### config.mk
export PLATFORM = sky130hd
export DESIGN_NAME = tt_vfp_fma_seq
export DESIGN_NICKNAME = d
export VERILOG_FILES = /design/src/rtl/tt_vfp_fma_seq.sv
export SDC_FILE = /design/constraint.sdc
export NUM_CORES = 1
export LEC_CHECK = 0
export CAP_MARGIN = 20
export CELL_PAD_IN_SITES_DETAIL_PLACEMENT = 0
export CELL_PAD_IN_SITES_GLOBAL_PLACEMENT = 2
export CORE_ASPECT_RATIO = 0.7
export CORE_MARGIN = 8
export CORE_UTILIZATION = 30
export CTS_CLUSTER_DIAMETER = 200
export CTS_CLUSTER_SIZE = 14
export DETAILED_ROUTE_END_ITERATION = 8
export PLACE_DENSITY_LB_ADDON = 0.1
export SYNTH_ARGS = -nofsm -noshare
export SYNTH_HDL_FRONTEND = slang
export SYNTH_SLANG_ARGS = --single-unit
export TNS_END_PERCENT = 10
### constraint.sdc
create_clock -name i_clk -period 10.7 [get_ports i_clk]
set_clock_uncertainty 0.2 [all_clocks]
set_input_delay 2.14 -clock i_clk [delete_from_list [all_inputs] [get_ports i_clk]]
set_output_delay 2.14 -clock i_clk [all_outputs]
set_load 0.03 [all_outputs]
### src/rtl/tt_vfp_fma_seq.sv
// rtl/tt_vfp_fma_seq.sv - Request sequencer feeding a fixed-latency recoded-format FMA.
// Optional: define TT_VFP_FMA_SEQ_COMPACT_EN to issue only the active lanes.
module tt_vfp_fma_seq #(
    parameter int EXP_W    = 5,
    parameter int SIG_W    = 11,
    parameter int NUM_ELEM = 4,
    parameter int FMA_LAT  = 1
) (
    input  logic                                i_clk,
    input  logic                                i_reset,
    input  logic                                i_req_valid,
    output logic                                o_req_ready,
    input  logic [1:0]                          i_req_op,
    input  logic [2:0]                          i_req_rm,
    input  logic [NUM_ELEM-1:0]                 i_req_mask,
    input  logic [NUM_ELEM*(EXP_W+SIG_W)-1:0]   i_req_a,
    input  logic [NUM_ELEM*(EXP_W+SIG_W)-1:0]   i_req_b,
    input  logic [NUM_ELEM*(EXP_W+SIG_W)-1:0]   i_req_c,
    output logic                                o_fma_valid,
    output logic [1:0]                          o_fma_op,
    output logic [2:0]                          o_fma_rm,
    output logic [EXP_W+SIG_W:0]                o_fma_a,
    output logic [EXP_W+SIG_W:0]                o_fma_b,
    output logic [EXP_W+SIG_W:0]                o_fma_c,
    input  logic [EXP_W+SIG_W-1:0]              i_fma_res,
    input  logic [4:0]                          i_fma_exc,
    output logic                                o_rsp_valid,
    input  logic                                i_rsp_ready,
    output logic [NUM_ELEM*(EXP_W+SIG_W)-1:0]   o_rsp_data,
    output logic [4:0]                          o_rsp_fflags
);
    localparam int FLEN   = EXP_W + SIG_W;
    localparam int LANE_W = (NUM_ELEM > 1) ? $clog2(NUM_ELEM) : 1;
    localparam int CNT_W  = $clog2(FMA_LAT + 1);

    typedef enum logic [1:0] {S_IDLE, S_ISSUE, S_DRAIN, S_RESP} state_t;

    state_t                      r_state, w_state_nxt;
    logic [1:0]                  r_op;
    logic [2:0]                  r_rm;
    logic [NUM_ELEM-1:0]         r_mask;
    logic [NUM_ELEM*FLEN-1:0]    r_a, r_b, r_c, r_res;
    logic [4:0]                  r_fflags;
    logic [LANE_W-1:0]           r_lane;
    logic [CNT_W-1:0]            r_drain_cnt;
    logic [FMA_LAT-1:0]          r_trk_v;
    logic [LANE_W-1:0]           r_trk_idx [FMA_LAT];
    logic [LANE_W-1:0]           w_lane_first, w_lane_next;
    logic                        w_last;

    // Standard to HardFloat recoded format (fNToRecFN); subnormals are normalised.
    function automatic logic [FLEN:0] f_rec(input logic [FLEN-1:0] x);
        logic [EXP_W-1:0] e_in;
        logic [SIG_W-2:0] f_in, sub_f;
        logic [SIG_W-1:0] shifted;
        logic [EXP_W:0]   norm_dist, adj_base, adj_off, adj, e_out;
        logic             zero_e, is_zero, is_special;
        e_in      = x[FLEN-2 -: EXP_W];
        f_in      = x[SIG_W-2:0];
        zero_e    = (e_in == '0);
        norm_dist = '0;
        for (int i = 0; i < SIG_W-1; i++) begin
            if (f_in[i]) norm_dist = (EXP_W+1)'(SIG_W - 2 - i);
        end
        shifted    = {f_in, 1'b0} << norm_dist;
        sub_f      = shifted[SIG_W-2:0];
        adj_base   = zero_e ? ~norm_dist : {1'b0, e_in};
        adj_off    = (EXP_W+1)'(1 << (EXP_W-1)) | (zero_e ? (EXP_W+1)'(2) : (EXP_W+1)'(1));
        adj        = adj_base + adj_off;
        is_zero    = zero_e && (f_in == '0);
        is_special = (adj[EXP_W:EXP_W-1] == 2'b11);
        e_out      = adj;
        if (is_special)   e_out[EXP_W:EXP_W-2] = {2'b11, |f_in};
        else if (is_zero) e_out[EXP_W:EXP_W-2] = 3'b000;
        return {x[FLEN-1], e_out, zero_e ? sub_f : f_in};
    endfunction

`ifdef TT_VFP_FMA_SEQ_COMPACT_EN
    always_comb begin
        w_lane_first = '0;
        w_lane_next  = r_lane;
        w_last       = 1'b1;
        for (int i = NUM_ELEM-1; i >= 0; i--) begin
            if (i_req_mask[i]) w_lane_first = LANE_W'(i);
            if (r_mask[i] && (i > int'(r_lane))) begin
                w_lane_next = LANE_W'(i);
                w_last      = 1'b0;
            end
        end
    end
`else
    always_comb begin
        w_lane_first = '0;
        w_lane_next  = r_lane + LANE_W'(1);
        w_last       = (r_lane == LANE_W'(NUM_ELEM-1));
    end
`endif

    always_comb begin
        w_state_nxt = r_state;
        case (r_state)
            S_IDLE:  if (i_req_valid) w_state_nxt = (i_req_mask == '0) ? S_RESP : S_ISSUE;
            S_ISSUE: if (w_last) w_state_nxt = S_DRAIN;
            S_DRAIN: if (r_drain_cnt == CNT_W'(FMA_LAT-1)) w_state_nxt = S_RESP;
            S_RESP:  if (i_rsp_ready) w_state_nxt = S_IDLE;
            default: w_state_nxt = S_IDLE;
        endcase
    end

    assign o_req_ready  = (r_state == S_IDLE);
    assign o_fma_valid  = (r_state == S_ISSUE) && r_mask[r_lane];
    assign o_fma_op     = r_op;
    assign o_fma_rm     = r_rm;
    assign o_fma_a      = f_rec(r_a[r_lane*FLEN +: FLEN]);
    assign o_fma_b      = f_rec(r_b[r_lane*FLEN +: FLEN]);
    assign o_fma_c      = f_rec(r_c[r_lane*FLEN +: FLEN]);
    assign o_rsp_valid  = (r_state == S_RESP);
    assign o_rsp_data   = r_res;
    assign o_rsp_fflags = r_fflags;

    always_ff @(posedge i_clk) begin
        if (i_reset) begin
            r_state     <= S_IDLE;
            r_op        <= '0;
            r_rm        <= '0;
            r_mask      <= '0;
            r_a         <= '0;
            r_b         <= '0;
            r_c         <= '0;
            r_res       <= '0;
            r_fflags    <= '0;
            r_lane      <= '0;
            r_drain_cnt <= '0;
            r_trk_v     <= '0;
        end else begin
            r_state <= w_state_nxt;
            // Tracking pipe tags each FMA slot with its lane so results land by index.
            for (int i = FMA_LAT-1; i > 0; i--) begin
                r_trk_v[i]   <= r_trk_v[i-1];
                r_trk_idx[i] <= r_trk_idx[i-1];
            end
            r_trk_v[0]   <= o_fma_valid;
            r_trk_idx[0] <= r_lane;
            if (r_trk_v[FMA_LAT-1]) begin
                r_res[r_trk_idx[FMA_LAT-1]*FLEN +: FLEN] <= i_fma_res;
                r_fflags <= r_fflags | i_fma_exc;
            end
            case (r_state)
                S_IDLE: if (i_req_valid) begin
                    r_op        <= i_req_op;
                    r_rm        <= i_req_rm;
                    r_mask      <= i_req_mask;
                    r_a         <= i_req_a;
                    r_b         <= i_req_b;
                    r_c         <= i_req_c;
                    r_res       <= i_req_c;
                    r_fflags    <= '0;
                    r_lane      <= w_lane_first;
                    r_drain_cnt <= '0;
                end
                S_ISSUE: r_lane <= w_lane_next;
                S_DRAIN: r_drain_cnt <= r_drain_cnt + CNT_W'(1);
                default: ;
            endcase
        end
    end
endmodule

# == Yosys cells after proc, flatten, opt, wreduce, memory -nomap -nowiden ==
# Memories as Yosys holds them, arrays and structs flattened.
# Cells that the tools add are included.
# word_totals
regBits,276
ram_bits,2
inputBits,226
out_inout_bits,128
elab_cells,129
n_memories,1
# memory_table
name,depth,word_bits,rd,rd_ports_with_merged_regs,wr,line,rtl
r_trk_idx,1,2,1,0,1,47,logic [LANE_W-1:0] r_trk_idx [FMA_LAT];
# op_classes
n_addsub,6
n_lt_le_gt_ge,1
n_eq_ne,11
shifts,8
muxes,65
n_bitwise,4
n_reduce_logical,21
# ops
cell,count
2-to-1 mux 64 bit,3
variable part select 64 x 7 -> 16 bit,3
2-to-1 mux 6 bit,30
bitwise mux 64 bit,1
"variable shift 16 x 34 -> 64 bit, first input constant",1
variable part select 16 x 34 -> 64 bit,1
negator 6 -> 34 bit,1
<< shifter 11 x 6 -> 10 bit,3
logical NOT 10 bit,3
2-to-1 mux 10 bit,3
OR reduction 10 bit,3
adder 6 x 5 -> 6 bit,3
2-to-1 mux 2 bit,9
2-to-1 mux 3 bit,6
inverter 6 bit,3
logical NOT 5 bit,3
2-to-1 mux 5 bit,3
"equality test 2 bit, second input constant",6
2-to-1 mux 4 bit,3
one-hot mux 2 bit (4 select lines),1
"!= test 2 bit, second input constant",3
AND reduction 2 bit,3
bitwise OR 5 bit,1
logical AND 1 bit,4
other kinds (13),16

# == Longest topological paths before layout ==
# depth
depth_word,16
mapped_depth,17
ltp_nobuf,13

# == Least setup slack after synthesis ==
# OpenSTA, ideal clock, no wires.
# synth_path
path_kind,register to output
start,register r_lane[0]
end,output o_fma_b[13]
t_arrival_ns,3.833
required_ns,8.360
slack_ns,4.527
stages_incl_launch_ff,14
n_path_buf,4
path_cell_list,dfxtp_1 buf_6 buf_6 buf_6 mux4_2 or2_1 a211oi_2 nor2_1 buf_2 a21o_1 ha_1 o21ba_2 a31oi_1 o32ai_1
# synth_via
elab_chain_len,16
word_cells_on_any_way,22
cone_classes,add/sub (1); eq/ne (1); shift (1); mux (14); bitwise (1); reduce/logical (4)
# synth_lines
element,line,rtl
"start, declared",44,logic [LANE_W-1:0] r_lane;
"start signal, assigned",158,r_lane <= w_lane_first;
"start signal, assigned",161,S_ISSUE: r_lane <= w_lane_next;
variable part select 64 x 7 -> 16 bit *,115,assign o_fma_b = f_rec(r_b[r_lane*FLEN +: FLEN]);
2-to-1 mux 4 bit,63,if (f_in[i]) norm_dist = (EXP_W+1)'(SIG_W - 2 - i);
2-to-1 mux 6 bit (9 in series),63,
inverter 6 bit,67,"adj_base = zero_e ? ~norm_dist : {1'b0, e_in};"
2-to-1 mux 6 bit,67,
adder 6 x 5 -> 6 bit,69,adj = adj_base + adj_off;
equality test 2 bit or 2-to-1 mux 3 bit (tied branches),"71, 74",
2-to-1 mux 3 bit *,73,"if (is_special) e_out[EXP_W:EXP_W-2] = {2'b11, |f_in};"
"end, declared",23,"output logic [EXP_W+SIG_W:0] o_fma_b,"
# Mark *: on every way between the ends. The rest lies on a longest branch, timed or not.

# == Final worst setup path ==
# Same ends and word-level chain as after synthesis.

==> metrics.yaml <==
global_route:
  grt_pass1_wl_um: 79980
  grt_pass1_vias: 13320
  grt_overflow: 0
  antenna_found_initial: 13
  grt.total_usage: 0.1947
  grt_max_degree: 208
floorplanning:
  row_count: 65
  initial_core_util: 0.3012
  ioPinCount: 354
  die_h_um: 193.1
  dieWidth_um: 269.1
  die-area_um2: 51970
  core_um2: 44650
cells_and_area:
  syn_to_final_growth_pct: 33.71
  layout_common_cells: "nand2_1 (442), clkdlybuf4s50_1 (352), dfxtp_1 (274), a21oi_1 (241), nor2_1 (122)"
  fin_nets: 2160
  mostFrequentLayoutCell: "nand2_1"
  fillers: 4544
  final_util: 0.4027
  fin_area_um2: 17980
  layout-drive-gt1-share: 0.06559
synth:
  synth_cell_types: 82
  syn_avg_cell_area_um2: 8.116
  synth_top_cell_by_area: "dfxtp_1"
  syn_nets: 1896
  synthCells: 1657
  syn_area_um2: 13450
  async_flop_share: 0
  synth_top_area_frac: 0.4109
  synthFlopType: "dfxtp_1"
  ys_seq_area_frac: 0.4153
  ys_ff_latch: 278
  synth_warnings: 0
  synth_area_leaders: "dfxtp_1 (41%), nand2_1 (12%), a21oi_1 (9.0%)"
  synth_edf_count: 2
place:
  place_area_um2: 17380
  numPortBuffers: 353
  globalplace.congestion: 0.8702
  post-dp-hpwl_um: 37400
sta:
  worstMarginPinSlew_ns: 0.9836
  max_freq_mhz: 127.5
  fin_crit_ns: 7.842
  setup_tns_ns: 0
  setup-violations-final: 0
  drv_slew: 0
  hold_viol: 0
  fin_crit_sh: 0.7329
  slew_headroom: 0.3443
  rsz0062_at_grt: "no"
power:
  clock_power_share: 0.165
  power_frac_comb: 0.549
  power_density_nw_per_um2: 262.1
  ir_drop_mv: 0.2969
  power.leakage_uw: 0.006319
  switchingPower_uw: 2108
  p_seq_frac: 0.286
  switching_share: 0.4474
  intPower_uw: 2604
clocking:
  clockBufferDepth: 3
  htreeDepth: 1
  postCtsHoldBufs: 0
  clkLatencyLatePin_ns: 0.54
  path_clk_slew_ns: 0.07
  cts_tree: "yes"
  root_buffer: "clkbuf_16"
  numCtsBuffers: 23
  post-cts-setup-buffers: 0
  ctsResizeCount: 0
  cts.sinks: 278
status:
  status: "finished clean"
routing:
  viasPerCell: 5.231
  drt_wl_total_um: 52760
  ant_nets: 0
  route.detailed.drc: 0
  drtIter0Drc: 1016
  drt-pass1-iter-count: 7
  avgRoutedWirePerCell_um: 20.86
  vias: 13230
setup_path:
  arrival_ns: 5.50
  crit_type: "flop to output pin"
  critPathMaxFanout: 28
  cp-end-kind: "output pin"
  start_kind: "flop"
  cp.required_ns: 8.36
min_path:
  min-delay-path-class: "flop to flop"
run:
  drv_cap: 0
## power by group through the flow
stage / clock network, uW / logic (uW) / registers [uW]
6_report: 776 / 2590 / 1350
5_1_grt: 846 / 2810 / 1380
4_1_cts: 813 / 2600 / 1350
3_5_place_dp: 0 / 2590 / 1370
3_3_place_gp: 0 / 2590 / 1370
2_1_floorplan: 0 / 1610 / 1450
## cell usage after synthesis (all sizes together) (12+ instances only)
library cell  number
inv               23
nor4              15
buf               16
clkbuf           108
or2               13
a221oi            66
ha                13
nor2             123
a21oi            244
nand2            443
o21ai             26
mux2i             12
mux4              49
nor3              76
nand2b            12
dfxtp            276
## worst max-delay path: stages (launching register included)
cell and delay [ns]:
dfxtp_4 0.73, buf_4 0.58, mux4_1 0.76, or2_1 0.30
a211oi_2 0.42, nor2_1 0.31, a21o_1 0.25, ha_1 0.23
o21ba_2 0.28, a31oi_1 0.08, o32ai_1 0.23, clkdlybuf4s50_1 0.73
## stage by stage
| step | worst slack, ns | instances | total power, uW | hold slack [ns] |
|---|---|---|---|---|
| after detailed placement | 3.340 | 2499 | 3960 | 0.2431 |
| after floorplan | 4.527 | 1657 | 3064 | 0.2315 |
| after global placement | 3.381 | 2499 | 3965 | 0.2389 |
| final | 2.858 | 2529 | 4713 | 0.2512 |
| after global routing | 2.363 | 2528 | 5030 | 0.2692 |
| after CTS | 2.725 | 2524 | 4761 | 0.2530 |
## area by class of cell
cell class,count,area [um^2],share of cell area
Multi-Input combinational cell,1232,7295,0.4057
Inverter,23,86.33,0.004801
Tap cell,603,754.5,0.04196
Timing Repair Buffer,363,3650,0.2030
Antenna cell,5,12.51,0.0006958
Clock buffer,25,593.1,0.03298
Sequential cell,278,5590,0.3109
## worst paths after layout
| kind | start | to | slack, ns | depth (start not counted) |
|---|---|---|---|---|
| worst min-delay path | r_c[44] | r_c[44] | 0.25 | 2 |
| worst max register to register | r_state[0] | r_b[35] | 7.57 | 6 |
| worst min register to register | r_c[44] | r_c[44] | 0.25 | 2 |
| worst max-delay path | r_lane[0] | o_fma_b[13] | 2.86 | 11 |
## per-layer routing
metal  vias to the layer above  GRT usage  part of all wire
met3                        60    0.04650             0.068
met4                        16    0.03492             0.017
met2                       347     0.3138              0.46
met5                         -          0            0.0018
li1                       6400          -                 -
met1                      6405     0.2663              0.45
## flip-flops by register name, summed over array words and instances, names as in the netlist
name          cells
o_fma_op          2
o_fma_rm          3
o_rsp_data       64
o_rsp_fflags      5
r_a              64
r_b              64
r_c              64
r_drain_cnt       1
r_lane            2
r_mask            4
r_state           2
r_trk_idx         2
r_trk_v           1
## logic make-up after synthesis
group / count (synthesis) / synth area share
and+or+nand+nor: 722 / 0.2270
AOI/OAI and AO/OA: 429 / 0.2035
DFF: 278 / 0.4153
buffers and inverters: 147 / 0.04484
muxes: 67 / 0.09658
adders and majority gates: 13 / 0.01210
xor gates and xnor gates: 1 / 0.0006514
Power figures use the tool's default switching activity.
